## src/rtl/ad1939_dac_serializer.sv

```systemverilog
// I2S serializer for the AD1939 DAC: Avalon-ST left/right sink, internally
// divided bit/frame clocks, double-buffered sample pair with underflow repeat.
module ad1939_dac_serializer #(
    parameter int DATA_W   = 24,
    parameter int SLOT_W   = 32,
    parameter int BCLK_DIV = 4
) (
    input  logic              clk,
    input  logic              reset,
    input  logic [DATA_W-1:0] avalon_st_sink_data,
    input  logic              avalon_st_sink_channel,
    input  logic              avalon_st_sink_valid,
    output logic              avalon_st_sink_ready,
    output logic              dsdata1,
    output logic              dbclk,
    output logic              dlrclk,
    output logic              underflow,
    output logic              overrun
);

    localparam int DIV_W = (BCLK_DIV > 2) ? $clog2(BCLK_DIV) : 1;
    localparam int BIT_W = $clog2(2 * SLOT_W);

    logic [DIV_W-1:0]  div_cnt;
    logic [DIV_W-1:0]  div_next;
    logic [BIT_W-1:0]  bit_cnt;
    logic [BIT_W-1:0]  bit_next;
    logic [BIT_W-1:0]  pos;
    logic              bit_tick;
    logic              frame_start;
    logic              right_slot;
    logic              data_bit;
    logic              accept;

    logic              left_full;
    logic              right_full;
    logic [DATA_W-1:0] left_hold;
    logic [DATA_W-1:0] right_hold;
    logic [DATA_W-1:0] left_shift;
    logic [DATA_W-1:0] right_shift;
    logic [DATA_W-1:0] last_left;
    logic [DATA_W-1:0] last_right;

    always_comb begin
        bit_tick    = (div_cnt == DIV_W'(BCLK_DIV - 1));
        div_next    = bit_tick ? '0 : div_cnt + 1'b1;
        frame_start = bit_tick && (bit_cnt == BIT_W'(2 * SLOT_W - 1));
        bit_next    = bit_cnt;
        if (bit_tick) begin
            bit_next = frame_start ? '0 : bit_cnt + 1'b1;
        end
        // Slot position of the bit being launched at this tick.
        right_slot  = (bit_next >= BIT_W'(SLOT_W));
        pos         = right_slot ? bit_next - BIT_W'(SLOT_W) : bit_next;
        data_bit    = (pos != '0) && (pos <= BIT_W'(DATA_W));
        avalon_st_sink_ready = !(left_full && right_full);
        accept      = avalon_st_sink_valid && avalon_st_sink_ready;
    end

    always_ff @(posedge clk or posedge reset) begin
        if (reset) begin
            div_cnt     <= '0;
            bit_cnt     <= '0;
            dbclk       <= 1'b0;
            dlrclk      <= 1'b0;
            dsdata1     <= 1'b0;
            underflow   <= 1'b0;
            overrun     <= 1'b0;
            left_full   <= 1'b0;
            right_full  <= 1'b0;
            left_hold   <= '0;
            right_hold  <= '0;
            left_shift  <= '0;
            right_shift <= '0;
            last_left   <= '0;
            last_right  <= '0;
        end else begin
            div_cnt   <= div_next;
            dbclk     <= (div_next >= DIV_W'(BCLK_DIV / 2));
            underflow <= 1'b0;
            overrun   <= 1'b0;

            if (bit_tick) begin
                bit_cnt <= bit_next;
                dlrclk  <= right_slot;
                dsdata1 <= 1'b0;
                if (frame_start) begin
                    if (left_full && right_full) begin
                        left_shift  <= left_hold;
                        right_shift <= right_hold;
                        last_left   <= left_hold;
                        last_right  <= right_hold;
                        left_full   <= 1'b0;
                        right_full  <= 1'b0;
                    end else begin
                        left_shift  <= last_left;
                        right_shift <= last_right;
                        underflow   <= 1'b1;
                    end
                end else if (data_bit) begin
                    if (right_slot) begin
                        dsdata1     <= right_shift[DATA_W-1];
                        right_shift <= {right_shift[DATA_W-2:0], 1'b0};
                    end else begin
                        dsdata1     <= left_shift[DATA_W-1];
                        left_shift  <= {left_shift[DATA_W-2:0], 1'b0};
                    end
                end
            end

            // Accept lands after any frame-start transfer above, so its flag wins.
            if (accept) begin
                if (avalon_st_sink_channel) begin
                    right_hold <= avalon_st_sink_data;
                    right_full <= 1'b1;
                    overrun    <= right_full;
                end else begin
                    left_hold  <= avalon_st_sink_data;
                    left_full  <= 1'b1;
                    overrun    <= left_full;
                end
            end
        end
    end

endmodule
```

## config.mk

```make
export PLATFORM = sky130hd
export DESIGN_NAME = ad1939_dac_serializer
export DESIGN_NICKNAME = d
export VERILOG_FILES = /design/src/rtl/ad1939_dac_serializer.sv
export SDC_FILE = /design/constraint.sdc
export NUM_CORES = 1
export LEC_CHECK = 0
export CELL_PAD_IN_SITES_DETAIL_PLACEMENT = 0
export CELL_PAD_IN_SITES_GLOBAL_PLACEMENT = 1
export CORE_UTILIZATION = 47
export CTS_CLUSTER_SIZE = 30
export DETAILED_ROUTE_END_ITERATION = 10
export HOLD_SLACK_MARGIN = 0.03
export PLACE_DENSITY = 0.73
export SETUP_SLACK_MARGIN = 0.4
export SYNTH_ARGS = -nofsm -noshare
export SYNTH_HDL_FRONTEND = slang
export SYNTH_SLANG_ARGS = --single-unit
```

## constraint.sdc

```tcl
create_clock -name clk -period 7.55 [get_ports clk]
set_clock_uncertainty 0.15 [all_clocks]
set_input_delay 1.51 -clock clk [delete_from_list [all_inputs] [get_ports clk]]
set_output_delay 1.51 -clock clk [all_outputs]
set_load 0.05 [all_outputs]
```

* Yosys cells after proc, flatten, opt, wreduce, memory -nomap -nowiden
Index checks and enable logic that the tools add are counted.
** Storage, ports and cells
- Logic and storage cells :: 68
- Memory bits (writable) :: 0
- ROM bits :: 0
- Flip-flop bits (word level) :: 159
- Bits of input ports :: 28
- Latch bits :: 0
- Output and inout port bits :: 6
- Memories :: 0
** Cells by class
- Equal/unequal tests :: 3
- Bitwise logic cells :: 1
- $add $sub $neg :: 3
- Order comparisons :: 3
- Reduce and logical (&&, ||, !) cells :: 13
- Div/mod/pow operators :: 0
- Multiplexer cells :: 30
- Shift-type cells :: 0
- Multipliers :: 0
** Operator list (number)
- 2-to-1 mux 24 bit :: 8
- 2-to-1 mux 1 bit :: 18
- 2-to-1 mux 6 bit :: 3
- adder 6 x 1 -> 6 bit (second input constant) :: 1
- == test 6 bit (second input constant) :: 1
- >= comparator 6 bit (second input constant) :: 1
- less-or-equal comparator 6 x 5 -> 1 bit (second input constant) :: 1
- AND reduction 2 bit :: 3
- AND reduction 3 bit :: 2
- nonzero test 6 bit :: 1
- subtractor 6 bit (second input constant) :: 1
- logical AND 1 bit :: 4
- nonzero test 2 bit :: 2
- adder 2 x 1 -> 2 bit (second input constant) :: 1
- == test 2 bit (second input constant) :: 1
- >= comparator 2 bit (second input constant) :: 1
- 2-to-1 mux 2 bit :: 1
- inequality test 2 bit (second input constant) :: 1
- logical NOT 1 bit :: 1
- NOT 1 bit :: 1

* Logic depth before layout (Yosys ltp)
- Word-level depth :: 10
- Gate-level depth with buffers :: 10
- Mapped depth without buffers :: 8

* Least setup slack after synthesis
Ideal clock, no wire load.
- Kind :: register to output
- From :: register right_full
- To :: output avalon_st_sink_ready
- Arrival :: 1357 ps
- Stages on the path, launching flop included :: 3
- Data required time :: 5890 ps
- Path slack :: 4533 ps
- Buffers on the path :: 1
- Cell sequence :: dfrtp_1 nand2_1 buf_1
** Between the ends
- Cells in the longest elaborated chain, start to end :: 2
** Ends and longest elaborated chain
- start, declared :: RTL line 36 : logic right_full;
- start signal, assigned :: RTL line 70 : right_full <= 1'b0;
- start signal, assigned :: RTL line 94 : right_full <= 1'b0;
- start signal, assigned :: RTL line 115 : right_full <= 1'b1;
- logical AND 1 bit :: RTL line 56 : avalon_st_sink_ready = !(left_full && right_full);
- logical NOT 1 bit :: RTL line 56
- end, declared :: RTL line 13 : output logic avalon_st_sink_ready,
Every way passes these cells.

* Final worst setup path
Ends and elaborated chain as after synthesis.

==> impl_metrics.tcl <==
set metrics [dict create \
    run_status "finished, final reports clean" \
    grt_antenna_before_repair 0 \
    number_of_drc_markers_in_iteration_0 186 \
    report.final.slew_viol_count 0 \
    fp.dieArea_sq_um 15500 \
    grt_first_pass_wirelength_microns 22800 \
    wl_microns 12900 \
    final.period_utilization 0.472 \
    dpl_cell_area_sq_um 7520 \
    finished_core_util 0.559 \
    timing.max_slew.rel_slack 0.359 \
    critical_path.reg2reg.startpoint "bit_cnt[0]$_DFFE_PP0N_" \
    synth.yosys.seq_area_share 0.560 \
    setup.worst_path.end "avalon_st_sink_ready" \
    placer_s_final_routability_congestion_estimate 0.818 \
    yosys.cell_types.count 43 \
    min-delay-path-class "reg -> reg" \
    io_buffer_count 33 \
    antenna_violating_nets_post_route 0 \
    power.static_leakage_nw 3.60 \
    clock_sinks 158 \
    tns_ns 0 \
    ys.flop_type "sky130_fd_sc_hd__dfrtp_1" \
    crit_path_start_kind "flop" \
    layout-area-overhead-vs-synth_pct 15.5 \
    netlist_top_cells_area "sky130_fd_sc_hd__dfrtp_1, sky130_fd_sc_hd__mux2_2, sky130_fd_sc_hd__mux2i_1" \
    clk-insertion-delay-late_ns 0.42 \
    routed-via-count 4305 \
    synth.ff_latch_count 158 \
    num-nets-final 608 \
    finalSetupViolCount 0 \
    finalNonFillerCells 775 \
    avgRoutedWirePerCell_microns 16.6 \
    power.ir.vdd_worst_uv 158 \
    cellPowerDensity_nw_per_um2 277 \
    synth.net_count 583 \
    dpl_worst_slack_ns 3.83 \
    netlist_area_sq_um 7050 \
    timing.max_cap.violations 0 \
    gr-total-overflow 0 \
    tritoncts_clock_tree "yes" \
    die_width_microns 125 \
    n_antenna_cell 0 \
    layout-drive-gt1-share 0.261 \
    critPathCaptureType "primary output" \
    grt_max_degree 100 \
    placement_rows 44 \
    cts_htree_levels 4 \
    cts.repair_timing.setup_buffer_count 0 \
    synthDominantCellAreaShare 0.560 \
    hold_viol_final 0 \
    place.detailed.hpwl_microns 7690 \
    reg2reg_setup_slack_ns 4.13 \
    first_global_vias 4519 \
    number_of_flops_mapped_to_enable_cells_by_yosys 0 \
    post-route-worst-setup-slack_ns 3.98 \
    final_design_area_no_fill_sq_um 8150 \
    postCtsHoldBufs 0 \
    post_cts_resized 0 \
    worstPathRequired_ns 5.89 \
    cts-buffers-inserted 17 \
    initial_core_util 0.484 \
    placedCellCount 743 \
    synthArstFlopShare 1.00 \
    die_h_microns 125 \
    critical_path_class "reg -> out" \
    timing.critical_path.arrival_ns 1.91 \
    io-pin-count 34 \
    yosysTopAreaCell "sky130_fd_sc_hd__dfrtp_1" \
    rsz0062_at_grt "false" \
    postSynthAreaPerCell_sq_um 12.8 \
    post_synth_inst_count 553 \
    drt_pass1_iterations 4 \
    placeableCoreArea_sq_um 14600 \
    route.detailed.vias_per_inst 5.55 \
    layout_min_cycle_time_ns 3.57 \
    worst_r2r_endpoint "right_shift[22]$_DFFE_PP0P_" \
    groute.usage.overall 0.186 \
    cts_max_path_buffers 2 \
    path_clk_slew_ns 0.06 \
    max_freq_ghz 0.280 \
    post-route-drc-count 0 \
    critical_path_peak_fanout 6 \
    critPathLaunch "right_full$_DFF_PP0_" \
    worst-slew-pin-transition_ns 0.962 \
    synth.yosys.warnings 0 \
    depth_of_the_worst_register_to_register_path 8 \
    clock-root-buffer "sky130_fd_sc_hd__clkbuf_16" \
]
-- metal layers --
metal | track usage | vias to the layer above | part of all wire
met5 | 0 | - | 0
met4 | 0.0815 | 0 | 0.022
met3 | 0.0352 | 21 | 0.026
met2 | 0.295 | 64 | 0.47
met1 | 0.247 | 2195 | 0.48
li1 | - | 2025 | -
-- worst min-delay path by stage --
stage                         startpoint              endpoint  slack [ns]  cells past startpoint
floorplan           div_cnt[0]$_DFF_PP0_  div_cnt[0]$_DFF_PP0_        0.25                      1
global placement    div_cnt[0]$_DFF_PP0_  div_cnt[0]$_DFF_PP0_        0.26                      1
detailed placement  div_cnt[0]$_DFF_PP0_  div_cnt[0]$_DFF_PP0_        0.28                      1
CTS                 div_cnt[0]$_DFF_PP0_  div_cnt[0]$_DFF_PP0_        0.29                      1
global route        div_cnt[0]$_DFF_PP0_  div_cnt[0]$_DFF_PP0_        0.31                      1
finish              div_cnt[0]$_DFF_PP0_  div_cnt[0]$_DFF_PP0_        0.28                      1
-- area by class of cell --
cell class                 instances  area (sq um)
clock buffer                      21           470
sequential                       158          3950
tap                              184           230
fill                            1203          6440
inverter                           6          27.5
timing repair buffer              41           390
multi-input combinational        354          2920
clock inverter                    11           161
-- placed cells by master (no fill, tap or decap), drive strengths merged, types with 4 or more instances in the layout --
master and n:
clkbuf 21, clkdlybuf4s50 33, o21ai 27, inv 7, nand3 4, o221ai 23, nor3 6, buf 8
mux2 120, clkinv 5, dfrtp 158, bufinv 4, mux2i 48, nand2 81, nand4 4, nor2 8
-- power by group --
| part | internal, mW | switching (mW) |
|---|---|---|
| clock | 0.578 | 0.327 |
| sequential | 0.978 | 0.0888 |
| combinational | 0.170 | 0.119 |
| total | 1.72 | 0.535 |
-- flip-flops by register name, summed over array words and instances (netlist names) --
name and flops:
bit_cnt 6, dbclk 1, div_cnt 1, dlrclk 1
dsdata1 1, last_left 24, last_right 24, left_full 1
left_hold 24, left_shift 24, overrun 1, right_full 1
right_hold 24, right_shift 24, underflow 1
-- cell usage after synthesis (2+ instances only) --
library cell               count
sky130_fd_sc_hd__o22ai_1       2
sky130_fd_sc_hd__buf_1         3
sky130_fd_sc_hd__xnor2_1       2
sky130_fd_sc_hd__dfrtp_1     158
sky130_fd_sc_hd__nor2_1        8
sky130_fd_sc_hd__a211oi_2      2
sky130_fd_sc_hd__nor3_1        4
sky130_fd_sc_hd__buf_6         2
sky130_fd_sc_hd__nand2_1      81
sky130_fd_sc_hd__mux2_2      101
sky130_fd_sc_hd__o221ai_1     23
sky130_fd_sc_hd__nand3_1       3
sky130_fd_sc_hd__buf_2         5
sky130_fd_sc_hd__o21a_1        2
sky130_fd_sc_hd__nand2b_1      3
sky130_fd_sc_hd__o21ai_0      27
sky130_fd_sc_hd__nand4_1       4
sky130_fd_sc_hd__inv_1         5
sky130_fd_sc_hd__mux2_1       19
sky130_fd_sc_hd__ha_1          2
sky130_fd_sc_hd__a21oi_1       3
sky130_fd_sc_hd__mux2i_1      48
sky130_fd_sc_hd__xor2_1        3
sky130_fd_sc_hd__buf_4         8
sky130_fd_sc_hd__clkbuf_1     17
-- worst max-delay path: stages (launching register included) --
cell and delay [ns]:
sky130_fd_sc_hd__dfrtp_1 0.43, sky130_fd_sc_hd__nand2_2 0.21, sky130_fd_sc_hd__clkdlybuf4s50_1 0.85
-- kinds of logic after synthesis --
group,share of synthesized area
multiplexers,0.260
flip-flops,0.560
AND/OR/NAND/NOR,0.0701
AO/OA/AOI/OAI,0.0670
buffers and inverters,0.0291
XOR/XNOR,0.0101
adder cells (fa/ha/maj),0.00355
-- through the flow --
stage / hold WS, ns / total power [mW]
4_1_cts: 0.290 / 2.29
5_1_grt: 0.310 / 2.38
3_3_place_gp: 0.264 / 1.36
6_report: 0.283 / 2.26
3_5_place_dp: 0.280 / 1.38
2_1_floorplan: 0.251 / 1.29
No activity file was read; power rests on OpenSTA's default activity.
